[config.mk]
export PLATFORM = sky130hd
export DESIGN_NAME = muldiv_seq_ctrl
export DESIGN_NICKNAME = d
export VERILOG_FILES = /design/src/rtl/muldiv_pkg.sv /design/src/rtl/muldiv_cycle_cnt.sv /design/src/rtl/muldiv_seq_ctrl.sv
export SDC_FILE = /design/constraint.sdc
export NUM_CORES = 1
export LEC_CHECK = 0
export ABC_AREA = 0
export CAP_MARGIN = 0
export CORE_UTILIZATION = 40
export CTS_CLUSTER_SIZE = 20
export DETAILED_ROUTE_END_ITERATION = 8
export PLACE_DENSITY = 0.76
export SETUP_SLACK_MARGIN = 0.05
export SLEW_MARGIN = 0
export SYNTH_ARGS = -nofsm -noshare
export SYNTH_HDL_FRONTEND = slang
export SYNTH_HIERARCHICAL = 1
export SYNTH_SLANG_ARGS = --single-unit
[constraint.sdc]
create_clock -name clk -period 1.9 [get_ports clk]
set_input_delay 0.38 -clock clk [delete_from_list [all_inputs] [get_ports clk]]
set_output_delay 0.38 -clock clk [all_outputs]
set_load 0.01 [all_outputs]
[src/rtl/muldiv_pkg.sv]
// Shared types and constants for the E-stage multiply/divide sequencer.
// State encoding, default iteration counts and op-select values.
package muldiv_pkg;

  typedef enum logic [1:0] {
    IDLE = 2'd0,
    RUN  = 2'd1,
    WB   = 2'd2
  } stateT;

  localparam int MUL_CYCLES_DEF = 4;
  localparam int DIV_CYCLES_DEF = 32;

  localparam logic OP_MUL = 1'b0;
  localparam logic OP_DIV = 1'b1;

endpackage

[src/rtl/muldiv_cycle_cnt.sv]
// Loadable down-counter with zero flag for the muldiv iteration count.
// Decrements only while nonzero, so it can never wrap.
module muldiv_cycle_cnt #(
  parameter int CNT_W = 6
) (
  input  logic             clk,
  input  logic             rst,
  input  logic             load,
  input  logic [CNT_W-1:0] loadVal,
  input  logic             dec,
  output logic [CNT_W-1:0] cnt,
  output logic             zero
);

  always_ff @(posedge clk or posedge rst) begin
    if (rst) begin
      cnt <= '0;
    end else if (load) begin
      cnt <= loadVal;
    end else if (dec && cnt != '0) begin
      cnt <= cnt - 1'b1;
    end
  end

  assign zero = (cnt == '0);

endmodule

[src/rtl/muldiv_seq_ctrl.sv]
// Sequencer for the iterative mul/div unit in the E stage.
// Issues, steps the unit, strobes HI/LO and raises pipeline stalls.
module muldiv_seq_ctrl
  import muldiv_pkg::*;
#(
  parameter int MUL_CYCLES = MUL_CYCLES_DEF,
  parameter int DIV_CYCLES = DIV_CYCLES_DEF,
  parameter int CNT_W      = 6
) (
  input  logic clk,
  input  logic rst,
  input  logic muldiv_enE,
  input  logic mul0_div1_selE,
  input  logic signed_opE,
  input  logic flushE,
  input  logic divisor_zeroE,
  input  logic hilo_rdD,
  output logic muldiv_enE_qual,
  output logic start,
  output logic step_en,
  output logic op_div,
  output logic op_signed,
  output logic hilo_we,
  output logic hilo_read_done,
  output logic div0_flag,
  output logic stall_muldivE,
  output logic stall_hiloD,
  output logic busy
);

  stateT state;
  stateT stateNext;

  logic             acc;
  logic             divZero;
  logic             zFlag;
  logic             cntLoad;
  logic [CNT_W-1:0] cntLoadVal;
  logic [CNT_W-1:0] cnt;
  logic             cntZero;
  logic             inRun;
  logic             inWb;

  assign inRun   = (state == RUN);
  assign inWb    = (state == WB);
  // Gated by rst so every output is quiet while reset is held.
  assign acc     = muldiv_enE & ~flushE & ~rst
                 & ((state == IDLE) | inWb);
  assign divZero = (mul0_div1_selE == OP_DIV) & divisor_zeroE;

  muldiv_cycle_cnt #(
    .CNT_W(CNT_W)
  ) uCnt (
    .clk    (clk),
    .rst    (rst),
    .load   (cntLoad),
    .loadVal(cntLoadVal),
    .dec    (inRun),
    .cnt    (cnt),
    .zero   (cntZero)
  );

  always_ff @(posedge clk or posedge rst) begin
    if (rst) begin
      state     <= IDLE;
      op_div    <= 1'b0;
      op_signed <= 1'b0;
      zFlag     <= 1'b0;
    end else begin
      state <= stateNext;
      if (acc) begin
        op_div    <= mul0_div1_selE;
        op_signed <= signed_opE;
        zFlag     <= divZero;
      end
    end
  end

  always_comb begin
    stateNext  = state;
    cntLoad    = 1'b0;
    cntLoadVal = '0;
    unique case (state)
      IDLE:    stateNext = IDLE;
      RUN:     stateNext = cntZero ? WB : RUN;
      WB:      stateNext = IDLE;
      default: stateNext = IDLE;
    endcase
    if (acc) begin
      if (divZero) begin
        stateNext = WB;
      end else begin
        cntLoad    = 1'b1;
        cntLoadVal = mul0_div1_selE ? CNT_W'(DIV_CYCLES - 1)
                                    : CNT_W'(MUL_CYCLES - 1);
        stateNext  = RUN;
      end
    end
  end

  assign muldiv_enE_qual = acc;
  assign start           = acc;
  assign step_en         = inRun;
  assign hilo_we         = inWb & ~zFlag;
  assign div0_flag       = inWb & zFlag;
  assign hilo_read_done  = inWb;
  assign busy            = (state != IDLE);
  assign stall_muldivE   = muldiv_enE & ~flushE & inRun;
  // WB needs no read stall: the write lands at this edge.
  assign stall_hiloD     = hilo_rdD & (inRun | acc);

  logic unusedCnt;
  assign unusedCnt = ^cnt;

endmodule

==> run summary, run 1 <==
• **remaining design rule violation count** 0
• **Synth area leader** sky130_fd_sc_hd__dfrtp_1
• **via/cell ratio** 4.93
• **pin count of the biggest net entering global routing** 9
• **maximum fanout encountered on the critical timing path** 3
• **reported leakage power** 0.537 nW
• **max cap viols** 0
• **setup_tns** 0 ps
• **transition time at the pin with the least slew margin** 504 ps
• **antenna diode instance count** 0
• **final count of hold timing violations** 0
• **Overflow after GRT** 0
• **x dimension of the die** 44.6 microns
• **area delta synth->final** 47.5%
• **dominant cell by count in the synthesized netlist** sky130_fd_sc_hd__dfrtp_1
• **P per Cell Area** 1280 nW/um^2
• **post-synthesis net count** 85
• **worst slack on hold paths** 318 ps
• **area of the mapped netlist** 727 sq um
• **number of distinct library cells after synthesis** 37
• **setup violators final** 0
• **dominant cells by area after synthesis** sky130_fd_sc_hd__dfrtp_1 (38%), sky130_fd_sc_hd__inv_1 (4.1%), sky130_fd_sc_hd__mux2_4 (4.1%), sky130_fd_sc_hd__ha_1 (3.4%), sky130_fd_sc_hd__nor4b_4 (3.3%)
• **kind of start point of the critical path** register
• **overall die area** 1990 sq um
• **HPWL after DPL** 1.28 mm
• **warnings from Yosys** 6
• **share of the yosys chip area belonging to registers** 37.9%
• **clock-pin slew on the worst setup and hold paths** 70 ps
• **H-tree Lvls** 1
• **footprint of the flip-flops and latches** 275 sq um
• **Post-Synthesis Cells** 75
• **number of top-level design ports** 19
• **area occupied by multi-input gates** 413 sq um
• **clock root cell** sky130_fd_sc_hd__clkbuf_4
• **Core Rows** 15
• **area share of the largest cell type after synthesis** 37.9%
• **nets** 120
• **antenna violations before repair** 0
• **Initial Utilization** 42.6%
• **share of the cycle needed by the critical path after routing** 94.6%
• **Max rail drop VDD** 0.673 mV
• **via count of the first global-routing pass** 637
• **maximum operating frequency** 556 MHz
• **Synth Flop Type** sky130_fd_sc_hd__dfrtp_1
• **Worst Hold Class** input pin to asynchronous set/reset pin
• **global-route wire length before repair** 2.74 mm
• **DR vias** 661
• **fraction of layout instances using a drive strength above 1** 31.2%
• **top post-synthesis cells by count** sky130_fd_sc_hd__dfrtp_1 (11), sky130_fd_sc_hd__inv_1 (8), sky130_fd_sc_hd__nand2_1 (5)
• **Post-synth EDFFs** 0
• **routed wire length** 1.89 mm
• **Min Clock Period, post-route** 1800 ps
• **gr usage total** 20.2%
• **DR iter-0 viols** 15
• **#FFs+latches synth** 11
• **FILL cells** 152
• **number of I/O port buffers** 18
• **clock skew after layout** 4.69 ps
• **critical setup path kind** register to primary output
• **CTS sink cnt** 11
• **CP Data Required Time** 1520 ps
• **antenna-violating nets left** 0
• **Final Slew Violations** 0
• **outcome** completed
• **maximum buffer depth of the clock tree** 2
• **slew margin rel.** 66.2%
• **final core occ** 62.8%
• **Worst Path Arrival** 1420 ps
• **Placeable Area** 1710 sq um
• **Worst setup EP type** primary output
• **Die Height** 44.6 microns
• **FFs w/ async S/R, synth** 100%
• **final weighted congestion in routability-driven placement** 0.853
• **first-pass iteration count of the detailed router** 5
• **average instance area after synthesis** 9.69 sq um
• **RSZ-0062 raised after global routing** no
• **TritonCTS clock tree** yes
• **clock latency at the later pin of the worst-skew pair** 270 ps
• **total clock buffers created by CTS** 3
• **routed wirelength normalized by instance count** 14.1 microns
==> through the flow <==
stage          cells  instance area [sq um]  power [mW]  setup WS [ps]
2_1_floorplan     75                    728       0.910           57.6
3_3_place_gp     124                   1000        1.14           -327
3_5_place_dp     124                   1000        1.17           -334
4_1_cts          131                   1040        1.34           53.1
5_1_grt          134                   1070        1.48           32.4
6_report         134                   1070        1.37            103
==> placed cells by master (no fill, tap or decap), types with 2 or more instances in the layout <==
master,n
sky130_fd_sc_hd__nand2_1,5
sky130_fd_sc_hd__nor2_1,4
sky130_fd_sc_hd__mux2_4,2
sky130_fd_sc_hd__dfrtp_1,11
sky130_fd_sc_hd__dlymetal6s2s_1,2
sky130_fd_sc_hd__buf_4,12
sky130_fd_sc_hd__inv_1,6
sky130_fd_sc_hd__o31ai_1,2
sky130_fd_sc_hd__and2b_1,2
sky130_fd_sc_hd__nand3_1,2
sky130_fd_sc_hd__a211o_1,2
sky130_fd_sc_hd__inv_2,2
sky130_fd_sc_hd__buf_6,3
sky130_fd_sc_hd__dlygate4sd2_1,6
sky130_fd_sc_hd__ha_1,2
sky130_fd_sc_hd__clkbuf_4,3
sky130_fd_sc_hd__buf_2,2
sky130_fd_sc_hd__nand4_1,2
sky130_fd_sc_hd__or3_1,2
sky130_fd_sc_hd__a21oi_1,4
sky130_fd_sc_hd__clkdlybuf4s50_1,6
sky130_fd_sc_hd__and2_1,2
==> what timing repair did <==
item                       in CTS  in global routing
buffers inserted                3                  3
resized for setup              22                  8
pin swaps                       1                  3
setup endpoints to repair       9                  9
hold buffers                    0                  0
==> cell type report <==
cell class / count / area share, %
flip-flops and latches: 11 / 25.7
clock buffers: 4 / 2.45
inverters: 8 / 2.80
repair buffers: 33 / 27.7
well taps: 25 / 2.92
multi-input cells: 53 / 38.5
==> cells by family after synthesis <==
family	synth area share (%)
simple gates	27.2
compound gates	18.8
buf+inv	6.71
flops	37.9
mux	5.51
fa+ha+maj	3.44
other cells	0.516
==> worst max-delay path, cell delays in order, from the launching register on <==
cell                      delay [ps]
sky130_fd_sc_hd__dfrtp_1         380
sky130_fd_sc_hd__buf_6           130
sky130_fd_sc_hd__nor4b_4         230
sky130_fd_sc_hd__buf_4           150
sky130_fd_sc_hd__o21a_1          110
sky130_fd_sc_hd__buf_2           130
==> state kept, by name, summed over array words and instances, names as in the netlist <==
| name | cells |
|---|---|
| uCnt/cnt | 6 |
| state | 2 |
| zFlag | 1 |
| op_div | 1 |
| op_signed | 1 |
==> report_power, final <==
group	total [mW]	internal (mW)	switching, mW
sequential	0.445	0.348	0.0962
combinational	0.764	0.389	0.375
clock	0.161	0.0815	0.0795
==> layer usage <==
layer / global-route usage (%) / share of wire (%)
met4: 10.9 / 1.3
met1: 22.3 / 42
met2: 33.5 / 53
met5: 0 / 0
met3: 7.35 / 4.3
==> worst paths after layout <==
path / to / startpoint / slack (ps) / depth (start not counted)
max in group asynchronous: uCnt/cnt[0] / rst / 1350 / 3
min: state[0] / rst / 320 / 3
min reg2reg: op_signed / op_signed / 520 / 1
max reg2reg: uCnt/cnt[3] / state[0] / 110 / 6
min in group clk: op_signed / op_signed / 520 / 1
max: stall_hiloD / state[0] / 100 / 5
No activity file was read; power rests on OpenSTA's default activity.
==> inputs of run 2 (changes only) <==
- ABC_CLOCK_PERIOD_IN_PS: unset -> 1900
- CTS_CLUSTER_SIZE: 20 -> 14
- GPL_TIMING_DRIVEN: unset -> 0
==> run summary, run 2 (same netlist as run 1, synthesis figures left out) <==
• **area delta synth->final** 46.0%
• **share of the cycle needed by the critical path after routing** 95.9%
• **routed wire length** 1.89 mm
• **number of I/O port buffers** 18
• **outcome** completed
• **global-route wire length before repair** 2.87 mm
• **overall die area** 1990 sq um
• **Layout Cells excl Fill** 134
• **routed wirelength normalized by instance count** 14.1 microns
• **critical setup path kind** register to register
• **first-pass iteration count of the detailed router** 4
• **sum of internal, switching and leakage power** 1.42 mW
• **via/cell ratio** 5.23
• **nets** 120
• **Worst Hold Class** input pin to asynchronous set/reset pin
• **max cap viols** 0
• **DR iter-0 viols** 20
• **fraction of layout instances using a drive strength above 1** 30.3%
• **number of top-level design ports** 19
• **clock latency at the later pin of the worst-skew pair** 270 ps
• **H-tree Lvls** 1
• **FILL cells** 163
• **remaining design rule violation count** 0
• **largest registers in the final layout** uCnt/cnt x6, state x2
• **gr usage total** 20.8%
• **CP Data Required Time** 2100 ps
• **CTS sink cnt** 11
• **Core Rows** 15
• **final count of hold timing violations** 0
• **Largest register FFs** 6
• **pin count of the biggest net entering global routing** 11
• **RSZ-0062 raised after global routing** yes
• **setup_tns** 0 ps
• **Worst setup EP type** register
• **clock skew after layout** 0.917 ps
• **antenna violations before repair** 0
• **kind of start point of the critical path** register
• **Initial Utilization** 42.6%
• **dpl cells** 118
• **antenna-violating nets left** 0
• **Final Slew Violations** 0
• **via count of the first global-routing pass** 604
• **setup violators final** 0
• **final weighted congestion in routability-driven placement** 0.856
• **x dimension of the die** 44.6 microns
• **most flop-heavy register** uCnt/cnt
• **total clock buffers created by CTS** 3
• **Placeable Area** 1710 sq um
• **maximum operating frequency** 549 MHz
• **Die Height** 44.6 microns
• **antenna diode instance count** 0
• **reported leakage power** 0.526 nW
• **HPWL after DPL** 1.20 mm
• **maximum buffer depth of the clock tree** 2
• **worst slack on hold paths** 211 ps
• **Overflow after GRT** 0
• **clock root cell** sky130_fd_sc_hd__clkbuf_4
• **most frequent standard cell in the layout excluding fill and tap cells** sky130_fd_sc_hd__buf_4
• **clock-pin slew on the worst setup and hold paths** 70 ps
• **maximum fanout encountered on the critical timing path** 4
• **commonest cells after routing, fill and taps aside** sky130_fd_sc_hd__buf_4 (12), sky130_fd_sc_hd__dfrtp_1 (11), sky130_fd_sc_hd__dlygate4sd2_1 (8), sky130_fd_sc_hd__inv_1 (6), sky130_fd_sc_hd__clkdlybuf4s50_1 (6)
• **DR vias** 701
• **TritonCTS clock tree** yes
• **Max rail drop VDD** 0.753 mV
• **P per Cell Area** 1340 nW/um^2
• **Worst Path Arrival** 2020 ps
• **Min Clock Period, post-route** 1820 ps
run 2: cell count changes in the layout (fill, tap and decap cells not counted):
cell and delta:
sky130_fd_sc_hd__dlygate4sd2_1 +2, sky130_fd_sc_hd__buf_8 +1, sky130_fd_sc_hd__buf_2 +1, sky130_fd_sc_hd__or2b_1 +1, sky130_fd_sc_hd__dlymetal6s2s_1 -1, sky130_fd_sc_hd__clkbuf_2 -1
sky130_fd_sc_hd__or4b_4 +1, sky130_fd_sc_hd__or2b_4 -1, sky130_fd_sc_hd__buf_12 -1, sky130_fd_sc_hd__or4b_1 -1, sky130_fd_sc_hd__buf_6 -1
run 2: metrics by stage:
stage          setup slack (ps)  utilization, %  cell area (sq um)
4_1_cts                    50.7            60.3               1030
5_1_grt                    9.37            62.1               1060
3_3_place_gp               -692            55.0                940
3_5_place_dp               -694            55.0                940
6_report                   78.8            62.1               1060
2_1_floorplan              57.6               -                728
run 2: repair_timing:
item                                    4_1_cts  5_1_grt
gates cloned                                  0        0
endpoints found under the setup margin       14        8
hold buffers                                  0        0
pin swaps                                     3        4
setup buffers                                 9        4
resized for setup                            27        4
hold endpoints to repair                      0        0
run 2: final timing paths:
path	slack, ps	start	cells past startpoint	end
max	80	state[0]	6	uCnt/cnt[3]
min	210	rst	2	state[0]
max reg2reg	80	state[0]	6	uCnt/cnt[3]
min reg2reg	520	op_signed	1	op_signed
max in group asynchronous	1470	rst	2	uCnt/cnt[0]
min in group clk	520	op_signed	1	op_signed
run 2: cell type report:
type / instances / area [sq um] / share of cell area, %
multi-input cells: 53 / 413 / 38.9
plain buffers: 2 / 22.5 / 2.12
repair buffers: 31 / 263 / 24.8
inverters: 8 / 30.0 / 2.83
flip-flops and latches: 11 / 275 / 25.9
clock buffers: 4 / 26.3 / 2.48
well taps: 25 / 31.3 / 2.95
run 2: routing by layer:
layer | up-vias | global-route usage, % | share of wire [%]
met3 | 6 | 5.31 | 4.1
li1 | 337 | - | -
met4 | 0 | 9.09 | 2.3
met1 | 339 | 25.7 | 42
met5 | - | 0 | 0
met2 | 19 | 34.1 | 52
run 2: critical path: stages (launching register included):
cell                        delay, ps
sky130_fd_sc_hd__dfrtp_1          420
sky130_fd_sc_hd__or2b_1           280
sky130_fd_sc_hd__inv_2             80
sky130_fd_sc_hd__buf_6            100
sky130_fd_sc_hd__or4b_4           450
sky130_fd_sc_hd__a211o_1          290
sky130_fd_sc_hd__a2bb2oi_2        130
run 2: report_power, final:
part           total [mW]  leakage (nW)  switching, mW  internal [mW]
Clock               0.161        0.0150         0.0797         0.0813
Sequential          0.465         0.134          0.117          0.348
Combinational       0.795         0.377          0.370          0.425
Total                1.42         0.526          0.567          0.854
==> inputs of run 3 (changes only) <==
- CAP_MARGIN: 0 -> unset
- SLEW_MARGIN: 0 -> 10
==> results of run 3 <==
No change in the layout: final DEF, timing and power equal those of run 2.
